===== src/rtl/rgb565_gray_stream_packer.sv =====
// Streaming RGB565 to 8-bit grayscale converter. Two arithmetic stages feed a byte packer
// that emits 32-bit words of four gray bytes, with partial words flushed at end of frame.
module rgb565_gray_stream_packer #(
    parameter int PIXELS_IN = 2,
    parameter int W_R       = 54,
    parameter int W_G       = 183,
    parameter int W_B       = 19
) (
    input  logic                    clock,
    input  logic                    reset,
    input  logic                    s_valid,
    output logic                    s_ready,
    input  logic [16*PIXELS_IN-1:0] s_data,
    input  logic                    s_last,
    input  logic                    cfg_thresh_en,
    input  logic [7:0]              cfg_thresh,
    output logic                    m_valid,
    input  logic                    m_ready,
    output logic [31:0]             m_data,
    output logic [3:0]              m_keep,
    output logic                    m_last
);

    if (PIXELS_IN != 1 && PIXELS_IN != 2) begin : g_bad_pixels_in
        $error("PIXELS_IN must be 1 or 2");
    end
    if (W_R + W_G + W_B > 256) begin : g_bad_weights
        $error("W_R + W_G + W_B must not exceed 256");
    end

    localparam logic [8:0] WR = 9'(W_R);
    localparam logic [8:0] WG = 9'(W_G);
    localparam logic [8:0] WB = 9'(W_B);

    logic adv;

    // Stage 1: expand channels to 8 bits and form the weighted products.
    logic [PIXELS_IN-1:0][15:0] prod_r, prod_g, prod_b;
    logic [PIXELS_IN-1:0][15:0] s1_prod_r, s1_prod_g, s1_prod_b;
    logic                       s1_valid, s1_last;

    always_comb begin
        prod_r = '0;
        prod_g = '0;
        prod_b = '0;
        for (int k = 0; k < PIXELS_IN; k++) begin
            prod_r[k] = 16'(WR) * 16'({s_data[16*k+15 -: 5], s_data[16*k+15 -: 3]});
            prod_g[k] = 16'(WG) * 16'({s_data[16*k+10 -: 6], s_data[16*k+10 -: 2]});
            prod_b[k] = 16'(WB) * 16'({s_data[16*k+4  -: 5], s_data[16*k+4  -: 3]});
        end
    end

    always_ff @(posedge clock) begin
        if (reset) begin
            s1_valid <= 1'b0;
        end else if (adv) begin
            s1_valid <= s_valid;
        end
    end

    // NOTE: payload registers carry no reset; they are only consumed alongside a cleared valid bit.
    always_ff @(posedge clock) begin
        if (adv) begin
            s1_last   <= s_last;
            s1_prod_r <= prod_r;
            s1_prod_g <= prod_g;
            s1_prod_b <= prod_b;
        end
    end

    // Stage 2: rounded sum, saturation and optional binarisation.
    logic [PIXELS_IN-1:0][16:0] sum;
    logic [PIXELS_IN-1:0][7:0]  luma;
    logic [PIXELS_IN-1:0][7:0]  gray;
    logic [PIXELS_IN-1:0][7:0]  s2_gray;
    logic                       s2_valid, s2_last;

    always_comb begin
        sum  = '0;
        luma = '0;
        gray = '0;
        for (int k = 0; k < PIXELS_IN; k++) begin
            sum[k]  = 17'(s1_prod_r[k]) + 17'(s1_prod_g[k]) + 17'(s1_prod_b[k]) + 17'd128;
            luma[k] = sum[k][16] ? 8'hFF : sum[k][15:8];
            if (cfg_thresh_en) begin
                gray[k] = (luma[k] >= cfg_thresh) ? 8'hFF : 8'h00;
            end else begin
                gray[k] = luma[k];
            end
        end
    end

    always_ff @(posedge clock) begin
        if (reset) begin
            s2_valid <= 1'b0;
        end else if (adv) begin
            s2_valid <= s1_valid;
        end
    end

    always_ff @(posedge clock) begin
        if (adv) begin
            s2_last <= s1_last;
            s2_gray <= gray;
        end
    end

    // Packer: merge the beat into the accumulator at lane 'fill'.
    logic [31:0] acc;
    logic [2:0]  fill;
    logic [2:0]  new_fill;
    logic [31:0] merged;
    logic [3:0]  merged_keep;
    logic        flush;

    always_comb begin
        merged   = acc;
        new_fill = fill + 3'(PIXELS_IN);
        for (int lane = 0; lane < 4; lane++) begin
            for (int k = 0; k < PIXELS_IN; k++) begin
                if (lane == int'(fill) + k) begin
                    merged[8*lane +: 8] = s2_gray[k];
                end
            end
        end
        merged_keep = 4'((5'd1 << new_fill) - 5'd1);
        flush       = s2_valid && (new_fill >= 3'd4 || s2_last);
    end

    // The accumulator is zeroed on every flush so unused lanes of a partial word read as 0.
    always_ff @(posedge clock) begin
        if (reset) begin
            acc  <= '0;
            fill <= '0;
        end else if (adv && s2_valid) begin
            if (flush) begin
                acc  <= '0;
                fill <= '0;
            end else begin
                acc  <= merged;
                fill <= new_fill;
            end
        end
    end

    always_ff @(posedge clock) begin
        if (reset) begin
            m_valid <= 1'b0;
            m_data  <= '0;
            m_keep  <= '0;
            m_last  <= 1'b0;
        end else if (adv) begin
            m_valid <= flush;
            if (flush) begin
                m_data <= merged;
                m_keep <= merged_keep;
                m_last <= s2_last;
            end
        end
    end

    // A single stall signal freezes the whole pipeline, so no skid buffer is needed.
    assign adv     = !m_valid || m_ready;
    assign s_ready = adv;

endmodule

===== config.mk =====
export PLATFORM = sky130hd
export DESIGN_NAME = rgb565_gray_stream_packer
export DESIGN_NICKNAME = d
export VERILOG_FILES = /design/src/rtl/rgb565_gray_stream_packer.sv
export SDC_FILE = /design/constraint.sdc
export NUM_CORES = 1
export LEC_CHECK = 0
export CORE_MARGIN = 2
export CORE_UTILIZATION = 60
export CTS_CLUSTER_SIZE = 14
export DETAILED_ROUTE_END_ITERATION = 6
export HOLD_SLACK_MARGIN = 0.05
export PLACE_DENSITY = 0.79
export SLEW_MARGIN = 20
export SYNTH_ARGS = -nofsm -noshare
export SYNTH_HDL_FRONTEND = slang
export SYNTH_SLANG_ARGS = --single-unit

===== constraint.sdc =====
create_clock -name clock -period 5 [get_ports clock]
set_input_delay 1 -clock clock [delete_from_list [all_inputs] [get_ports clock]]
set_output_delay 1 -clock clock [all_outputs]
set_load 0.005 [all_outputs]

==> tab_implementation.tex, run 1 <==
\begin{tabular}{lr}
\hline
Metric & Value \\
\hline
\multicolumn{2}{l}{\textbf{Outcome}} \\
\quad Outcome & finished, final reports clean \\
\multicolumn{2}{l}{\textbf{STA}} \\
\quad Setup Viol. Count Final & 0 \\
\quad Maximum clock frequency & approximately 210 MHz \\
\quad Period utilization & a little under 100\% \\
\quad Layout Skew & roughly 0.015 ns \\
\quad Min Tclk post-route & 4.83 ns \\
\quad Fin. max-slew vios & 0 \\
\quad Actual transition at the worst max-transition pin & roughly 1.0 ns \\
\quad Headroom to the max-slew limit & a little under a third \\
\quad Hold Vio Cnt, Final & 0 \\
\quad Setup repair after global routing missed its margin & false \\
\multicolumn{2}{l}{\textbf{Yosys}} \\
\quad Synthesized instance count & $\sim$1.4k \\
\quad Synth Cell Area & 14300 sq um \\
\quad Per-instance average area after synthesis & slightly above 10 sq um \\
\quad Post-synthesis sequential element count & around 180 \\
\quad Net Count, Synth & 1782 \\
\quad Number of enable flip-flop cells after synthesis & between 100 and 150 \\
\quad Proportion of synthesized chip area in sequential cells & around a third \\
\quad Count of warnings emitted by yosys & 0 \\
\quad Fraction of registers with async set/reset & 0\% \\
\quad Number of distinct standard cells referenced by the synthesized netlist & 66 \\
\quad Most instantiated flip-flop cell in the synthesis netlist & sky130\_fd\_sc\_hd\_\_edfxtp\_1 \\
\multicolumn{2}{l}{\textbf{Setup path}} \\
\quad Buffers plus inverters on the worst setup path & 3 \\
\quad Timing endpoint of the critical path & s1\_prod\_g[29]\$\_DFFE\_PN\_ \\
\quad Cell with the most instances on the worst path & sky130\_fd\_sc\_hd\_\_fa\_1 \\
\quad Data required time of the worst path & roughly 5.2 ns \\
\quad Critical Path Start Type & input pin \\
\quad Delay of the slowest critical-path stage & roughly 0.56 ns \\
\quad Kind of capture point of the worst setup path & register \\
\quad CP Cell Sequence & clkdlybuf4s50\_1 > fa\_1 > inv\_1 > fa\_1 > fa\_1 > inv\_1 > fa\_1 > ha\_1 > o21a\_1 > o31a\_1 > o211ai\_1 > nand2\_1 > a41oi\_2 > nor2b\_2 > xnor2\_1 \\
\quad Beginning of the critical path & s\_data[24] \\
\quad Critical register-to-register path endpoint & s2\_gray[12]\$\_DFFE\_PN\_ \\
\quad Critical path fanouts, max & 2 \\
\quad Worst endpoint data arrival time & 5.02 ns \\
\quad Register-to-Register Setup Slack & approximately 0.44 ns \\
\quad Top delay family on crit path & adder cells \\
\quad Master of the slowest instance on the critical path & sky130\_fd\_sc\_hd\_\_fa\_1 \\
\quad R2r startpoint & s1\_prod\_r[22]\$\_DFFE\_PN\_ \\
\quad Critical path depth & 15 \\
\quad Setup CP Type & input pin to register \\
\quad Logic depth of the worst register-to-register path & 19 \\
\multicolumn{2}{l}{\textbf{Global routing}} \\
\quad Gr busiest metal & met2 \\
\quad First-pass GRT wire length & 46.5 mm \\
\quad Maximum number of pins on one net before global-route repair & 74 \\
\quad Global-route track usage on met2 & around two fifths \\
\quad Met1 track utilization from global routing & between 30\% and 40\% \\
\quad Initial antenna violation count & 0 \\
\quad Via count of the first global-routing pass & around 10k \\
\quad GRT Util Overall & 23.3\% \\
\quad Met3 track demand over resource in global routing & around 2.6\% \\
\quad Remaining global-route overflow & 0 \\
\multicolumn{2}{l}{\textbf{Flow run}} \\
\quad Max-cap violations & 0 \\
\multicolumn{2}{l}{\textbf{Detailed routing}} \\
\quad Wire per inst & around 15 um \\
\quad Number of optimization iterations in the first detailed-route pass & 5 \\
\quad Number of DRC markers after the initial detailed-route iteration & about 450 \\
\quad Number of remaining DRC errors & 0 \\
\quad Vias post-DR & 9987 \\
\quad Vias per std cell & roughly 5.4 \\
\quad Post-route antenna net violation count & 0 \\
\quad Post-detailed-routing wire length & between 20 and 30 mm \\
\multicolumn{2}{l}{\textbf{Clocking}} \\
\quad CTS sink cnt & around 180 \\
\quad Root buffer selected by CTS & sky130\_fd\_sc\_hd\_\_clkbuf\_16 \\
\quad Number of buffers created by CTS & 17 \\
\quad CTS tree & done \\
\quad Clock transition at path regs & $\sim$0.070 ns \\
\quad Clock latency at the later pin of the worst-skew pair & 0.44 ns \\
\quad CTS hold repair buffers & 0 \\
\quad Number of H-tree branching levels & 4 \\
\quad Deepest clock path buffer count & 2 \\
\multicolumn{2}{l}{\textbf{Floorplanning}} \\
\quad Number of top-level pins & between 80 and 90 \\
\quad Die outline area & $\sim$25000 sq um \\
\quad Die Span Y & approximately 160 um \\
\quad Site row count & 56 \\
\quad Starting utilization of the core area & 61.1\% \\
\quad Core outline area & around 23000 sq um \\
\quad Horizontal die dimension & between 150 and 200 um \\
\multicolumn{2}{l}{\textbf{Final layout}} \\
\quad Number of nets at the end of the flow & between 1.5k and 2k \\
\quad Fraction of final layout cells with drive strength greater than 1 & roughly 7.2\% \\
\quad Post-layout instance area & roughly 16000 sq um \\
\quad Syn-to-layout area delta & 14.8\% \\
\quad Antenna cell count & 0 \\
\multicolumn{2}{l}{\textbf{Placed design}} \\
\quad Count of port buffers added during placement & 84 \\
\quad Area of placed instances & roughly 16000 sq um \\
\quad Hpwl dp & 22.1 mm \\
\quad Placer's final routability congestion estimate & 0.881 \\
\multicolumn{2}{l}{\textbf{Power}} \\
\quad Post-route total power & $\sim$12000 uW \\
\quad Power per unit of standard cell area & slightly above 700 nW/um\^{}2 \\
\quad IR drop worst, VDD & between 0.0006 and 0.0007 V \\
\quad Leakage power & about 0.008 uW \\
\multicolumn{2}{l}{\textbf{Min path}} \\
\quad Worst hold path class & register to register \\
\hline
\end{tabular}
[flip-flops by register name (all words and copies together), names as in the netlist, 2 cells and up]
register / count
m_keep: 3
s1_prod_g: 32
s2_gray: 16
fill: 2
s1_prod_b: 26
acc: 32
m_data: 32
s1_prod_r: 26
[layer usage]
metal | vias to the layer above | routed length (um)
met5 | - | 0
met4 | 0 | 439
met3 | 34 | 873
met2 | 187 | 13700
met1 | 4767 | 12800
li1 | 4999 | -
[layout make-up]
class,instances,area [sq um]
clock buffer,17,425
clock inverter,15,206
fill,1724,7020
inverter,287,1080
multi-input combinational,913,8660
sequential,175,4520
tap,319,399
timing repair buffer,128,1170
[synth_stat cells, drive strengths merged (4+ instances only)]
library cell | number | area share (%)
a211oi | 40 | 2.2
dfxtp | 73 | 10
a22oi | 33 | 1.7
a31o | 4 | 0.24
xnor2 | 48 | 2.9
clkbuf | 17 | 0.45
a31oi | 5 | 0.32
inv | 286 | 7.5
nor3 | 22 | 0.77
o21a | 10 | 0.52
nand2 | 39 | 1.0
xor2 | 14 | 0.86
o21bai | 10 | 0.55
nand3 | 14 | 0.49
nor2 | 113 | 3.0
and3 | 4 | 0.21
a21o | 27 | 1.4
o21ai | 34 | 1.3
nand2b | 8 | 0.35
a21bo | 5 | 0.35
edfxtp | 102 | 21
ha | 242 | 21
nor2b | 10 | 0.44
buf | 11 | 0.38
and2 | 5 | 0.22
fa | 91 | 13
a21oi | 57 | 2.3
mux2i | 35 | 2.4
a2111o | 4 | 0.31
[worst min path at each step]
stage                      startpoint           endpoint  slack, ns  depth (start not counted)
global route        s1_last$_DFFE_PN_  s2_last$_DFFE_PN_       0.45                          0
CTS                 s1_last$_DFFE_PN_  s2_last$_DFFE_PN_       0.44                          0
detailed placement  s1_last$_DFFE_PN_  s2_last$_DFFE_PN_       0.41                          0
floorplan           s1_last$_DFFE_PN_  s2_last$_DFFE_PN_       0.40                          0
finish              s1_last$_DFFE_PN_  s2_last$_DFFE_PN_       0.44                          0
global placement    s1_last$_DFFE_PN_  s2_last$_DFFE_PN_       0.42                          0
[stage by stage]
stage	hold WS, ns	TNS (ns)	cells	worst slack (ns)	util, %
floorplan	0.400	0	1403	0.377	-
global placement	0.419	-1.38	1822	-0.259	67.3
detailed placement	0.412	-2.05	1822	-0.390	67.3
CTS	0.443	0	1854	0.0416	70.0
global route	0.445	0	1854	0.00231	70.1
finish	0.438	0	1854	0.168	70.1
[report_power, final]
part / internal [uW] / switching [uW]
Clock: 695 / 682
Sequential: 2140 / 183
Combinational: 3600 / 4460
Total: 6440 / 5320
[placed cells by master (no fill, tap or decap), drive strengths merged, types with 3 or more instances in the layout]
cell           count
inv              294
ha               242
nor2             113
edfxtp           102
fa                91
clkdlybuf4s50     83
dfxtp             73
a21oi             57
xnor2             48
buf               45
a211oi            40
nand2             39
mux2i             35
o21ai             34
a22oi             33
a21o              27
nor3              22
clkbuf            17
nand3             14
xor2              14
o21a              10
nor2b             10
o21bai            10
nand2b             8
clkinv             8
and2               5
a31oi              5
a21bo              5
a2111o             4
a31o               4
and3               4
o31a               3
o211ai             3
a41oi              3
or3                3
or2                3
o31ai              3
[kinds of logic after synthesis]
kind of cell / after synthesis / synth area share [%]
adders and majority gates: 333 / 33.8
buffers and inverters: 315 / 8.34
AOI/OAI and AO/OA: 254 / 12.9
and+or+nand+nor: 229 / 7.14
DFF: 175 / 31.6
xor gates and xnor gates: 62 / 3.79
muxes: 35 / 2.44
[what timing repair did]
action | 4_1_cts | 5_1_grt
gates resized for setup | 0 | 5
endpoints found under the setup margin | 0 | 7
buffers inserted | 0 | 0
(Power assumes the default switching activity.)
==> run 2, diff against run 1 <==
- CAP_MARGIN: default -> 20
==> results of run 2 <==
The final DEF is identical to that of run 1; final timing and power are the same.
